### src/rtl/ibuf_fifo_pkg.sv
// Shared router constants: output direction bit positions and default widths
// used by the input buffer and its storage.
package ibuf_fifo_pkg;

  localparam int DIR_N = 0;
  localparam int DIR_S = 1;
  localparam int DIR_E = 2;
  localparam int DIR_W = 3;
  localparam int DIR_B = 4;

  localparam int NPORT_DFLT   = 5;
  localparam int ROUTE_MASK_W = NPORT_DFLT;
  localparam int PKT_W        = 16;

  typedef logic [ROUTE_MASK_W-1:0] route_mask_t;

endpackage

### src/rtl/ibuf_fifo_mem.sv
// Circular packet store for the input buffer: DEPTH entries of {route, payload},
// explicit pointer wrap (any DEPTH >= 2), occupancy and registered full flag.
module ibuf_fifo_mem
  import ibuf_fifo_pkg::*;
#(
  parameter int DEPTH  = 4,
  parameter int DATA_W = ROUTE_MASK_W + PKT_W,
  parameter int CNT_W  = $clog2(DEPTH + 1)
) (
  input  logic              clk,
  input  logic              rst_n,
  input  logic              wr_en,
  input  logic [DATA_W-1:0] wr_data,
  input  logic              rd_en,
  output logic [DATA_W-1:0] next_data,
  output logic [CNT_W-1:0]  occ,
  output logic              full
);

  localparam int PTR_W = $clog2(DEPTH);

  logic [DATA_W-1:0] mem_r [DEPTH];
  logic [PTR_W-1:0]  rd_ptr_r;
  logic [PTR_W-1:0]  wr_ptr_r;
  logic [PTR_W-1:0]  rd_nxt_s;
  logic [CNT_W-1:0]  occ_r;
  logic [CNT_W-1:0]  occ_nxt_s;
  logic              full_r;

  function automatic logic [PTR_W-1:0] wrap_inc(input logic [PTR_W-1:0] ptr);
    logic [PTR_W-1:0] res;
    if (ptr == PTR_W'(DEPTH - 1)) begin
      res = {PTR_W{1'b0}};
    end else begin
      res = ptr + PTR_W'(1);
    end
    return res;
  endfunction

  // The entry behind the head is what gets promoted when the head retires.
  assign rd_nxt_s  = wrap_inc(rd_ptr_r);
  assign next_data = mem_r[rd_nxt_s];
  assign occ       = occ_r;
  assign full      = full_r;

  // Next occupancy: push and pop in the same cycle cancel out.
  always_comb begin
    occ_nxt_s = occ_r;
    case ({wr_en, rd_en})
      2'b10:   occ_nxt_s = occ_r + CNT_W'(1);
      2'b01:   occ_nxt_s = occ_r - CNT_W'(1);
      default: occ_nxt_s = occ_r;
    endcase
  end

  // Pointer, occupancy and full-flag registers.
  always_ff @(posedge clk or negedge rst_n) begin
    if (!rst_n) begin
      rd_ptr_r <= {PTR_W{1'b0}};
      wr_ptr_r <= {PTR_W{1'b0}};
      occ_r    <= {CNT_W{1'b0}};
      full_r   <= 1'b0;
    end else begin
      if (wr_en) begin
        wr_ptr_r <= wrap_inc(wr_ptr_r);
      end
      if (rd_en) begin
        rd_ptr_r <= rd_nxt_s;
      end
      occ_r  <= occ_nxt_s;
      full_r <= (occ_nxt_s == CNT_W'(DEPTH));
    end
  end

  // Entry storage; cleared on reset so no stale route can ever surface.
  always_ff @(posedge clk or negedge rst_n) begin
    if (!rst_n) begin
      for (int i = 0; i < DEPTH; i++) begin
        mem_r[i] <= {DATA_W{1'b0}};
      end
    end else if (wr_en) begin
      mem_r[wr_ptr_r] <= wr_data;
    end
  end

endmodule

### src/rtl/ibuf_fifo.sv
// Multi-entry router input buffer: queues packets in order and presents the
// head's outstanding route bits, retiring each bit on grant with output ready.
module ibuf_fifo
  import ibuf_fifo_pkg::*;
#(
  parameter int PYLD_W = PKT_W,
  parameter int NPORT  = NPORT_DFLT,
  parameter int DEPTH  = 4,
  parameter int CNT_W  = $clog2(DEPTH + 1)
) (
  input  logic              clk,
  input  logic              rst_n,
  input  logic              ibuf_vld,
  output logic              ibuf_rdy,
  input  logic [NPORT-1:0]  route_req,
  input  logic [PYLD_W-1:0] payload_i,
  output logic [NPORT-1:0]  arb_req,
  input  logic [NPORT-1:0]  arb_gnt,
  input  logic [NPORT-1:0]  obuf_rdy,
  output logic [PYLD_W-1:0] payload_o,
  output logic [CNT_W-1:0]  occ,
  output logic              drop
);

  localparam int ENT_W = NPORT + PYLD_W;

  logic              push_s;
  logic              keep_s;
  logic              pop_s;
  logic              head_vld_s;
  logic              full_s;
  logic [NPORT-1:0]  pend_r;
  logic [NPORT-1:0]  pend_nxt_s;
  logic [NPORT-1:0]  clr_s;
  logic [NPORT-1:0]  rem_s;
  logic [PYLD_W-1:0] pyld_r;
  logic [PYLD_W-1:0] pyld_nxt_s;
  logic [ENT_W-1:0]  next_ent_s;
  logic [CNT_W-1:0]  occ_s;
  logic              drop_r;

  // A held packet always has at least one pending bit, so a nonzero mask
  // doubles as the head-valid flag.
  assign head_vld_s = |pend_r;
  assign push_s     = ibuf_vld & ~full_s;
  assign keep_s     = push_s & (|route_req);
  assign clr_s      = arb_gnt & obuf_rdy & pend_r;
  assign rem_s      = pend_r & ~clr_s;
  assign pop_s      = head_vld_s & ~(|rem_s);

  ibuf_fifo_mem #(
    .DEPTH  (DEPTH),
    .DATA_W (ENT_W),
    .CNT_W  (CNT_W)
  ) u_mem (
    .clk       (clk),
    .rst_n     (rst_n),
    .wr_en     (keep_s),
    .wr_data   ({route_req, payload_i}),
    .rd_en     (pop_s),
    .next_data (next_ent_s),
    .occ       (occ_s),
    .full      (full_s)
  );

  // Head selection: promote the stored successor, else bypass the incoming
  // packet, else go idle while keeping the last payload visible.
  always_comb begin
    pend_nxt_s = rem_s;
    pyld_nxt_s = pyld_r;
    if (pop_s) begin
      if (occ_s > CNT_W'(1)) begin
        pend_nxt_s = next_ent_s[ENT_W-1 -: NPORT];
        pyld_nxt_s = next_ent_s[PYLD_W-1:0];
      end else if (keep_s) begin
        pend_nxt_s = route_req;
        pyld_nxt_s = payload_i;
      end else begin
        pend_nxt_s = {NPORT{1'b0}};
      end
    end else if (!head_vld_s && keep_s) begin
      pend_nxt_s = route_req;
      pyld_nxt_s = payload_i;
    end else begin
      pend_nxt_s = rem_s;
    end
  end

  // Head pending mask, head payload and drop pulse registers.
  always_ff @(posedge clk or negedge rst_n) begin
    if (!rst_n) begin
      pend_r <= {NPORT{1'b0}};
      pyld_r <= {PYLD_W{1'b0}};
      drop_r <= 1'b0;
    end else begin
      pend_r <= pend_nxt_s;
      pyld_r <= pyld_nxt_s;
      drop_r <= push_s & ~(|route_req);
    end
  end

  assign ibuf_rdy  = ~full_s;
  assign arb_req   = pend_r;
  assign payload_o = pyld_r;
  assign occ       = occ_s;
  assign drop      = drop_r;

endmodule
### config.mk
export PLATFORM = sky130hd
export DESIGN_NAME = ibuf_fifo
export DESIGN_NICKNAME = d
export VERILOG_FILES = /design/src/rtl/ibuf_fifo_pkg.sv /design/src/rtl/ibuf_fifo_mem.sv /design/src/rtl/ibuf_fifo.sv
export SDC_FILE = /design/constraint.sdc
export NUM_CORES = 1
export LEC_CHECK = 0
export CAP_MARGIN = 10
export CORE_ASPECT_RATIO = 0.6
export CORE_UTILIZATION = 57
export CTS_CLUSTER_DIAMETER = 30
export DETAILED_ROUTE_END_ITERATION = 12
export PLACE_DENSITY = 0.8
export SYNTH_ARGS = -nofsm -noshare
export SYNTH_HDL_FRONTEND = slang
export SYNTH_SLANG_ARGS = --single-unit
### constraint.sdc
create_clock -name clk -period 7.5 [get_ports clk]
set_input_delay 1.5 -clock clk [delete_from_list [all_inputs] [get_ports clk]]
set_output_delay 1.5 -clock clk [all_outputs]
set_load 0.05 [all_outputs]
==> qor.csv, run 1 <==
stage,metric,value,unit
timing,"Hold Vio Cnt, Final",0,
floorplanning,Top Ports,60,
detailed_routing,routed vias,3381,
logic_synthesis,Cells after Synth,377,
timing,Tcrit/Tclk final,56.5,%
detailed_routing,ANT nets after route,0,
final_layout,Layout area overhead,21.5,%
hold_path,Hold WC Path Type,flip-flop to flip-flop,
floorplanning,Initial Utilization,60.8,%
placement,Port Buffers,59,
timing,Final Worst Setup Slack,3.26,ns
cts,# clock sinks,114,
timing,Max-slew headroom,25.6,%
final_layout,Antenna Cells,0,
logic_synthesis,Ys Warns,0,
cts,hold buffers post-CTS,0,
floorplanning,Die H,77.0,um
final_layout,layout cells sized above 1,31.3,%
grt,vias in the first global route,3592,
critical_path,CP Max Fanout,32,
placement,Final GP Congestion,0.808,
detailed_routing,Post-route DRC,0,
grt,grt ovf,0,
detailed_routing,drt via density,6.01,
status,outcome,finished clean,
logic_synthesis,Yosys cell types,42,
timing,Fin Clk Skew,0.00696,ns
cts,CTS root buffer,clkbuf_16,
pwr,Leak,0.00277,uW
timing,"Slew Viols, Final",0,
cts,htree depth,4,
logic_synthesis,Yosys top cell area share,53.4,%
critical_path,Crit path arrival time,4.51,ns
critical_path,crit end category,flip-flop,
critical_path,worst endpoint required time,7.77,ns
critical_path,WS Path Type,primary input to flip-flop,
placement,dpl ws,2.91,ns
timing,setup_tns,0,ns
timing,Hold Slack,0.491,ns
cts,Post-CTS Resized,0,
detailed_routing,Initial DRC Count,210,
cts,"Setup Fix Bufs, Post-CTS",0,
logic_synthesis,async set-reset flop share out of synthesis,100,%
critical_path,Worst setup SP type,primary input,
logic_synthesis,Synth Flop Type,dfrtp_1,
logic_synthesis,Area contributors post-synth,"dfrtp_1 53%, mux2_2 17%, mux2i_1 7.7%",
timing,Worst-Margin Slew,1.11,ns
pwr,Pwr Density,519,nW/um^2
cts,clock buffer count from CTS,17,
floorplanning,num rows,26,
logic_synthesis,Mapped Area,5340,sq um
detailed_routing,drt pass-1 iters,4,
grt,total track usage,26.1,%
detailed_routing,total routed wirelength,11500,um
logic_synthesis,Mapped Nets,421,
final_layout,fin nets,486,
logic_synthesis,sequential area share after synthesis,53.4,%
logic_synthesis,"EDFF count, synth",0,
floorplanning,Core Area,8780,sq um
floorplanning,Die W,127,um
cts,CTS tree,done,
timing,minimum clock period,4.24,ns
timing,unrepaired setup endpoints after global routing,no,
pwr,Max VDD drop,0.000256,V
grt,first-pass GRT wire length,19000,um
floorplanning,die area,9770,sq um
detailed_routing,average wire per standard cell,20.5,um
timing,Max Clk Rate,0.236,GHz
run,number of max-cap violations,0,
grt,largest net degree at the start of global routing,61,
placement,DP HPWL,7610,um
cts,Clock Tree Buf Depth,2,
logic_synthesis,"area leader, netlist",dfrtp_1,
timing,Final setup viols,0,
cts,"Reg clk slew, reported paths",0.05,ns
grt,initial antenna violation count,0,
logic_synthesis,Mean Syn Cell Area,14.2,sq um
logic_synthesis,post-synthesis sequential element count,114,
cts,clock insertion delay at the later pin of the skew report,0.40,ns
==> logic make-up after synthesis <==
group | after synthesis | share of synthesized area (%)
adder cells (fa/ha/maj) | 10 | 2.34
AO/OA/AOI/OAI | 40 | 5.53
buffers and inverters | 28 | 3.19
flip-flops | 114 | 53.4
AND/OR/NAND/NOR | 45 | 4.24
multiplexers | 140 | 31.3
==> cells in the final DEF, fill, tap and decap left out, types with 5 or more instances in the layout <==
master             n
nand2_1            9
dfrtp_1          114
o21ai_0            5
buf_4              7
clkbuf_16         17
mux2_2            82
nor2_1            21
clkinv_2           6
ha_1              10
clkdlybuf4s50_1   58
a21oi_1           14
mux4_2            13
inv_1              8
mux2i_1           41
==> worst paths after layout <==
| check | from | depth (start not counted) | slack, ns | endpoint |
|---|---|---|---|---|
| worst min register to register | u_mem.mem_r[41]$_DFFE_PN0P_ | 1 | 0.49 | u_mem.mem_r[41]$_DFFE_PN0P_ |
| worst max register to register | arb_req[1]$_DFF_PN0_ | 10 | 4.28 | payload_o[7]$_DFFE_PN0P_ |
| worst max-delay path | arb_gnt[4] | 11 | 3.26 | payload_o[12]$_DFFE_PN0P_ |
| worst min-delay path | u_mem.mem_r[41]$_DFFE_PN0P_ | 1 | 0.49 | u_mem.mem_r[41]$_DFFE_PN0P_ |
| min in group asynchronous | rst_n | 1 | 1.14 | u_mem.occ[1]$_DFF_PN0_ |
| max in group asynchronous | rst_n | 2 | 5.16 | u_mem.mem_r[28]$_DFFE_PN0P_ |
==> report_power, final <==
part	switching (uW)	total [uW]	leakage [uW]	internal, uW
Sequential	174	1100	0.00135	930
Clock	255	697	0.000251	442
Combinational	826	1570	0.00117	739
==> critical path, cell delays in order <==
cell	delay [ns]
clkdlybuf4s50_1	0.47
a21boi_1	0.10
or4_4	0.61
or2_2	0.32
nor2_2	0.36
ha_1	0.32
and2_1	0.21
a2111oi_4	0.06
buf_4	0.29
nor2_1	0.20
a21oi_2	0.04
==> sequential cells by signal, summed over array words and instances, names as in the netlist <==
register        flops
u_mem.rd_ptr_r      2
payload_o          16
drop                1
u_mem.occ           3
u_mem.mem_r        84
u_mem.wr_ptr_r      2
u_mem.full          1
arb_req             5
==> layout make-up <==
type | count | area, sq um
repair buffers | 65 | 633
inverters | 9 | 33.8
flip-flops and latches | 114 | 2850
multi-input cells | 235 | 2330
clock buffers | 20 | 437
fillers | 586 | 2290
clock inverters | 8 | 67.6
well taps | 112 | 140
==> metrics by stage <==
stage / utilization [%] / power, uW / cells / cell area (sq um)
final: 73.9 / 3370 / 563 / 6490
after detailed placement: 68.2 / 2670 / 535 / 5990
after global routing: 73.9 / 3550 / 563 / 6490
after floorplan: - / 2250 / 377 / 5340
after global placement: 68.2 / 2590 / 535 / 5990
after CTS: 73.9 / 3380 / 563 / 6490
==> cells in the mapped netlist, types with 3 or more instances <==
library cell / count
nor2_1: 21
a22o_1: 3
a21oi_1: 14
buf_2: 6
mux4_2: 13
ha_1: 10
nor3_1: 3
mux2_1: 4
inv_1: 8
dfrtp_1: 114
o21ai_0: 5
buf_4: 9
nand2_1: 9
mux2i_1: 41
a21boi_0: 4
mux2_2: 82
==> metal layers <==
| metal | vias to the layer above | share of wire (%) | track usage (%) |
|---|---|---|---|
| li1 | 1514 | - | - |
| met1 | 1764 | 47 | 38.7 |
| met2 | 96 | 47 | 39.4 |
| met3 | 7 | 5.2 | 4.95 |
| met4 | 0 | 0.72 | 7.50 |
| met5 | - | 0 | 0 |
Power figures use the tool's default switching activity.
==> run 2, diff against run 1 <==
--- a/config.mk
+++ b/config.mk
@@ -7,10 +7,10 @@
 export LEC_CHECK = 0
 export CAP_MARGIN = 10
 export CORE_ASPECT_RATIO = 0.6
-export CORE_UTILIZATION = 57
+export CORE_UTILIZATION = 56
 export CTS_CLUSTER_DIAMETER = 30
 export DETAILED_ROUTE_END_ITERATION = 12
-export PLACE_DENSITY = 0.8
+export PLACE_DENSITY = 0.78
 export SYNTH_ARGS = -nofsm -noshare
 export SYNTH_HDL_FRONTEND = slang
 export SYNTH_SLANG_ARGS = --single-unit
==> constraint.sdc (replaced) <==
create_clock -name clk -period 4 [get_ports clk]
set_input_delay 0.8 -clock clk [delete_from_list [all_inputs] [get_ports clk]]
set_output_delay 0.8 -clock clk [all_outputs]
set_load 0.05 [all_outputs]
==> run 2 against run 1 <==
  * Sequential power is 87% higher
  * Die area up 1.7%
  * Via count is 0.33% lower
  * Critical path depth fell by 1
  * Worst setup slack got worse by 2.9 ns
  * Global-route usage down 0.84 points
  * Utilization shrank 1.2 points
  * Highest routed layer unchanged
  * Final cell count increased by 5.2%
  * Sequential share of layout area is 1.4 points lower
  * Flip-flop and latch count stayed put
  * Design area up 3.3%
  * Routed wire length down 2.8%
==> qor.csv, run 2 (synthesized netlist as in run 1, its figures left out) <==
stage,metric,value,unit
timing,Fin Clk Skew,0.00928,ns
run,number of max-cap violations,0,
floorplanning,Top Ports,60,
floorplanning,num rows,27,
critical_path,WS Path Type,flip-flop to flip-flop,
grt,met1 Track Usage GR,34.9,%
floorplanning,Die H,77.7,um
hold_path,min-delay src,u_mem.mem_r[41]$_DFFE_PN0P_,
cts,htree depth,4,
final_layout,Finished Cell Area,6710,sq um
grt,initial antenna violation count,0,
final_layout,filler instances,625,
detailed_routing,ANT nets after route,0,
grt,GR Util met3,6.21,%
cts,clock insertion delay at the later pin of the skew report,0.41,ns
final_layout,Antenna Cells,0,
hold_path,Hold EP,u_mem.mem_r[41]$_DFFE_PN0P_,
timing,Tcrit/Tclk final,90.7,%
detailed_routing,Post-route DRC,0,
grt,first-pass GRT wire length,18500,um
floorplanning,die area,9950,sq um
timing,"Slew Viols, Final",0,
timing,minimum clock period,3.63,ns
grt,largest net degree at the start of global routing,73,
cts,clock buffer count from CTS,17,
final_layout,"most common cell after layout, fill and taps aside",dfrtp_1,
final_layout,Biggest register,u_mem.mem_r,
detailed_routing,routed vias,3370,
placement,Post-DP Area,6110,sq um
cts,"Reg clk slew, reported paths",0.05,ns
critical_path,worst reg2reg path depth,10,
placement,DP HPWL,7340,um
hold_path,WHS Path Cells,1,
timing,setup_tns,0,ns
cts,CTS tree,done,
timing,Max-slew headroom,31.2,%
timing,Final setup viols,0,
detailed_routing,total routed wirelength,11200,um
placement,Final GP Congestion,0.823,
hold_path,Hold WC Path Type,flip-flop to flip-flop,
grt,total track usage,25.2,%
final_layout,layout cells sized above 1,33.3,%
cts,# clock sinks,114,
status,outcome,finished clean,
final_layout,most frequent cells in the layout,"114 x dfrtp_1, 82 x mux2_2, 58 x clkdlybuf4s50_1, 41 x mux2i_1, 21 x nor2_1",
critical_path,crit end category,flip-flop,
final_layout,max reg flops,84,
timing,Worst-Margin Slew,1.03,ns
critical_path,Crit path arrival time,3.96,ns
critical_path,FF-to-FF End,payload_o[7]$_DFFE_PN0P_,
cts,Clock Tree Buf Depth,2,
critical_path,R2R Setup Slk,0.37,ns
critical_path,worst endpoint required time,4.33,ns
final_layout,Layout area overhead,25.6,%
detailed_routing,average wire per standard cell,18.9,um
cts,Post-CTS Resized,0,
detailed_routing,Initial DRC Count,199,
critical_path,CP Max Fanout,17,
placement,Port Buffers,59,
detailed_routing,drt pass-1 iters,4,
cts,CTS root buffer,clkbuf_16,
floorplanning,Die W,128,um
timing,unrepaired setup endpoints after global routing,no,
critical_path,Worst setup SP type,flip-flop,
cts,"Setup Fix Bufs, Post-CTS",0,
critical_path,Crit Reg-Reg Startpoint,arb_req[1]$_DFF_PN0_,
detailed_routing,drt via density,5.69,
grt,grt ovf,0,
pwr,Max VDD drop,0.000513,V
pwr,Leak,0.00288,uW
floorplanning,Core Area,9220,sq um
timing,"Hold Vio Cnt, Final",0,
grt,met2 usage,39.6,%
pwr,Pwr Density,974,nW/um^2
cts,hold buffers post-CTS,0,
grt,GRT busiest layer,met2,
timing,Max Clk Rate,0.276,GHz
grt,vias in the first global route,3591,
floorplanning,Initial Utilization,57.9,%
final_layout,fin nets,493,
-- run 2: changes by cell type in the layout (fill, tap and decap cells not counted), sizes merged --
cell | before | now
bufinv | 1 | 3
clkinv | 6 | 8
buf | 7 | 14
-- run 2: critical path, stage by stage (launching register included) --
cell,delay (ns)
dfrtp_1,0.41
or4_4,0.55
nor2_1,0.45
or2_2,0.24
nor2_2,0.04
ha_1,0.25
and2_1,0.19
a2111oi_4,0.88
buf_4,0.35
nor2_1,0.07
a21oi_1,0.12
-- run 2: layer usage --
layer / wire [um] / up-vias
li1: - / 1535
met1: 5260 / 1756
met2: 5460 / 66
met3: 398 / 13
met4: 97 / 0
met5: 0 / -
-- run 2: metrics by stage --
stage                     hold slack, ns  setup WS, ns  instances  total power (uW)  util [%]
after global placement             0.474         0.291        560              4900      66.3
after CTS                          0.492         0.378        592              6570      72.7
after floorplan                    0.459          1.08        377              4220         -
after global routing               0.513         0.106        592              6890      72.7
after detailed placement           0.481        0.0888        560              5040      66.3
final                              0.486         0.371        592              6530      72.7
-- run 2: cell type report --
class	instances	area [sq um]	share of cell area [%]
inverter	9	33.8	0.504
sequential	114	2850	42.5
timing repair buffer	72	736	11.0
multi-input combinational	235	2330	34.7
tap	130	163	2.43
clock buffer	20	457	6.81
clock inverter	12	138	2.05
-- run 2: report_power, final --
group | switching (uW) | internal [uW] | total, uW
Combinational | 1540 | 1430 | 2970
Clock | 503 | 1000 | 1500
Sequential | 319 | 1740 | 2060
Total | 2360 | 4170 | 6530
-- run 2: worst max-delay path by stage --
stage	cells past startpoint	start	slack, ns	end
after floorplan	10	arb_req[1]$_DFF_PN0_	1.08	payload_o[12]$_DFFE_PN0P_
after global placement	11	arb_gnt[3]	0.29	payload_o[11]$_DFFE_PN0P_
after detailed placement	11	arb_gnt[3]	0.09	payload_o[7]$_DFFE_PN0P_
after CTS	10	arb_req[1]$_DFF_PN0_	0.38	payload_o[7]$_DFFE_PN0P_
after global routing	10	arb_req[1]$_DFF_PN0_	0.11	payload_o[11]$_DFFE_PN0P_
final	10	arb_req[1]$_DFF_PN0_	0.37	payload_o[7]$_DFFE_PN0P_
==> run 3, diff against run 2 <==
--- a/config.mk
+++ b/config.mk
@@ -7,10 +7,11 @@
 export LEC_CHECK = 0
 export CAP_MARGIN = 10
 export CORE_ASPECT_RATIO = 0.6
-export CORE_UTILIZATION = 56
+export CORE_UTILIZATION = 55
 export CTS_CLUSTER_DIAMETER = 30
 export DETAILED_ROUTE_END_ITERATION = 12
-export PLACE_DENSITY = 0.78
+export PLACE_DENSITY = 0.82
+export REMOVE_ABC_BUFFERS = 1
 export SYNTH_ARGS = -nofsm -noshare
 export SYNTH_HDL_FRONTEND = slang
 export SYNTH_SLANG_ARGS = --single-unit
==> run 3 against run 2 <==
  * Flip-flop and latch count unchanged
  * Die area up 1.8%
  * Design area down 0.39%
  * Register-to-register slack better by 0.58 ns
  * Via count unchanged
  * Critical path type is now primary input to flip-flop
  * Largest power group unchanged
==> qor.csv, run 3 (synthesized netlist as in run 1, its figures left out) <==
stage,metric,value,unit
final_layout,max reg flops,84,
pwr,sequential share of power,31.1,%
grt,met1 Track Usage GR,34.2,%
grt,met2 usage,40.8,%
timing,Hold Slack,0.429,ns
grt,GRT busiest layer,met2,
pwr,Clock Power Share,23.7,%
cts,clock buffer count from CTS,17,
detailed_routing,average wire per standard cell,19.5,um
placement,DP HPWL,7330,um
grt,largest net degree at the start of global routing,56,
placement,Port Buffers,59,
timing,Max Clk Rate,0.312,GHz
critical_path,WS Path Type,primary input to flip-flop,
grt,vias in the first global route,3592,
timing,Tcrit/Tclk final,80.1,%
timing,Max-slew headroom,45.7,%
floorplanning,Top Ports,60,
timing,minimum clock period,3.21,ns
grt,total track usage,25.6,%
grt,initial antenna violation count,0,
final_layout,layout cells sized above 1,33.0,%
pwr,Pwr Density,988,nW/um^2
placement,Final GP Congestion,0.856,
cts,# clock sinks,114,
timing,Fin Clk Skew,0.0104,ns
detailed_routing,Initial DRC Count,175,
detailed_routing,total routed wirelength,11600,um
cts,Clock Tree Buf Depth,2,
grt,grt ovf,0,
timing,"Hold Vio Cnt, Final",0,
cts,Post-CTS Resized,0,
cts,CTS root buffer,clkbuf_16,
pwr,P_sw,2400,uW
critical_path,CP top delay family,simple AND/OR/NAND/NOR gates,
timing,Worst-Margin Slew,0.814,ns
grt,GR Util met3,6.54,%
pwr,Combinational Power Share,45.3,%
final_layout,Final Util,71.9,%
timing,Final setup viols,0,
floorplanning,Die W,129,um
floorplanning,num rows,27,
critical_path,CP most frequent cell,inv_1,
floorplanning,Initial Utilization,57.5,%
critical_path,crit-path cells,clkdlybuf4s50_1 -> a21boi_0 -> or4_4 -> or2_2 -> nor2_2 -> buf_4 -> inv_1 -> ha_1 -> inv_1 -> o22ai_1 -> o21ai_0 -> o31ai_1 -> nor3b_1,
cts,hold buffers post-CTS,0,
critical_path,Crit path arrival time,3.48,ns
critical_path,cell at the slowest stage of the critical path,or4_4,
timing,setup_tns,0,ns
cts,htree depth,4,
final_layout,Antenna Cells,0,
pwr,Leak,0.00286,uW
final_layout,Layout area overhead,25.1,%
run,number of max-cap violations,0,
floorplanning,Core Area,9290,sq um
critical_path,crit end category,flip-flop,
detailed_routing,drt pass-1 iters,4,
pwr,Max VDD drop,0.000495,V
critical_path,CP max stage delay,0.59,ns
critical_path,Worst Path Buf+Inv,4,
detailed_routing,ANT nets after route,0,
cts,"Reg clk slew, reported paths",0.05,ns
cts,"Setup Fix Bufs, Post-CTS",0,
pwr,power after layout,6600,uW
cts,CTS tree,done,
final_layout,fin nets,494,
status,outcome,finished clean,
final_layout,filler instances,629,
cts,clock insertion delay at the later pin of the skew report,0.41,ns
detailed_routing,routed vias,3370,
pwr,Sw Ratio,36.3,%
floorplanning,Die H,78.3,um
floorplanning,die area,10100,sq um
detailed_routing,Post-route DRC,0,
critical_path,worst endpoint required time,4.28,ns
critical_path,CP Max Fanout,7,
hold_path,Hold WC Path Type,primary input to asynchronous set/reset pin,
grt,first-pass GRT wire length,18900,um
timing,unrepaired setup endpoints after global routing,no,
critical_path,Worst setup SP type,primary input,
critical_path,R2R Setup Slk,0.95,ns
pwr,Int Power,4210,uW
final_layout,"most common cell after layout, fill and taps aside",dfrtp_1,
timing,"Slew Viols, Final",0,
final_layout,most frequent cells in the layout,"114 x dfrtp_1, 82 x mux2_2, 58 x clkdlybuf4s50_1, 41 x mux2i_1, 21 x nor2_1",
detailed_routing,drt via density,5.68,
final_layout,Biggest register,u_mem.mem_r,
==> run 3: cell types whose count changed in the layout (fill, tap and decap cells not counted), sizes merged <==
cell      previous run  this run
buf                 14        15
bufinv               3         4
clkbuf              20        21
clkinv               8         5
clkinvlp             1         2
==> run 3: per-stage QoR <==
stage / area (sq um) / std cells / worst slack [ns]
floorplan: 5200 / 358 / 0.586
global placement: 6070 / 561 / 0.552
detailed placement: 6070 / 561 / 0.480
CTS: 6680 / 593 / 0.833
global route: 6680 / 593 / 0.673
finish: 6680 / 593 / 0.795
==> run 3: worst reg2reg max path, delay by kind of cell (launching register included) <==
kind / cells / cell delay [ns]
fa+ha+maj: 1 / 0.22
flops: 1 / 0.39
simple gates: 6 / 1.55
buf+inv: 1 / 0.40
compound gates: 2 / 0.41
==> run 3: worst paths after layout <==
check,from,end,cells after the start
worst max register to register,arb_req[1]$_DFF_PN0_,payload_o[3]$_DFFE_PN0P_,10
worst min register to register,u_mem.mem_r[38]$_DFFE_PN0P_,u_mem.mem_r[38]$_DFFE_PN0P_,1
worst max-delay path,obuf_rdy[0],u_mem.full$_DFF_PN0_,13
max in group asynchronous,rst_n,u_mem.mem_r[58]$_DFFE_PN0P_,2
min in group clk,u_mem.mem_r[38]$_DFFE_PN0P_,u_mem.mem_r[38]$_DFFE_PN0P_,1
worst min-delay path,rst_n,u_mem.mem_r[40]$_DFFE_PN0P_,1
==> run 3: layer usage <==
| layer | vias up | share of wire, % | wire length [um] |
|---|---|---|---|
| met5 | - | 0 | 0 |
| met2 | 65 | 48 | 5550 |
| met4 | 0 | 1.1 | 130 |
| met3 | 17 | 3.9 | 450 |
| met1 | 1757 | 47 | 5440 |
| li1 | 1531 | - | - |
==> run 3: power by group through the flow <==
stage | Combinational, uW | Clock [uW] | Sequential [uW]
2_1_floorplan | 1720 | 0 | 2410
3_3_place_gp | 2860 | 0 | 2020
3_5_place_dp | 2960 | 0 | 2050
4_1_cts | 3010 | 1580 | 2050
5_1_grt | 3190 | 1640 | 2120
6_report | 2990 | 1560 | 2050
==> run 3: area by class of cell <==
cell class | count | area [sq um] | area share [%]
Sequential cell | 114 | 2850 | 42.7
Multi-Input combinational cell | 235 | 2330 | 34.8
Timing Repair Buffer | 73 | 693 | 10.4
Clock buffer | 21 | 450 | 6.74
Tap cell | 130 | 163 | 2.43
Clock inverter | 11 | 160 | 2.40
Inverter | 9 | 33.8 | 0.506
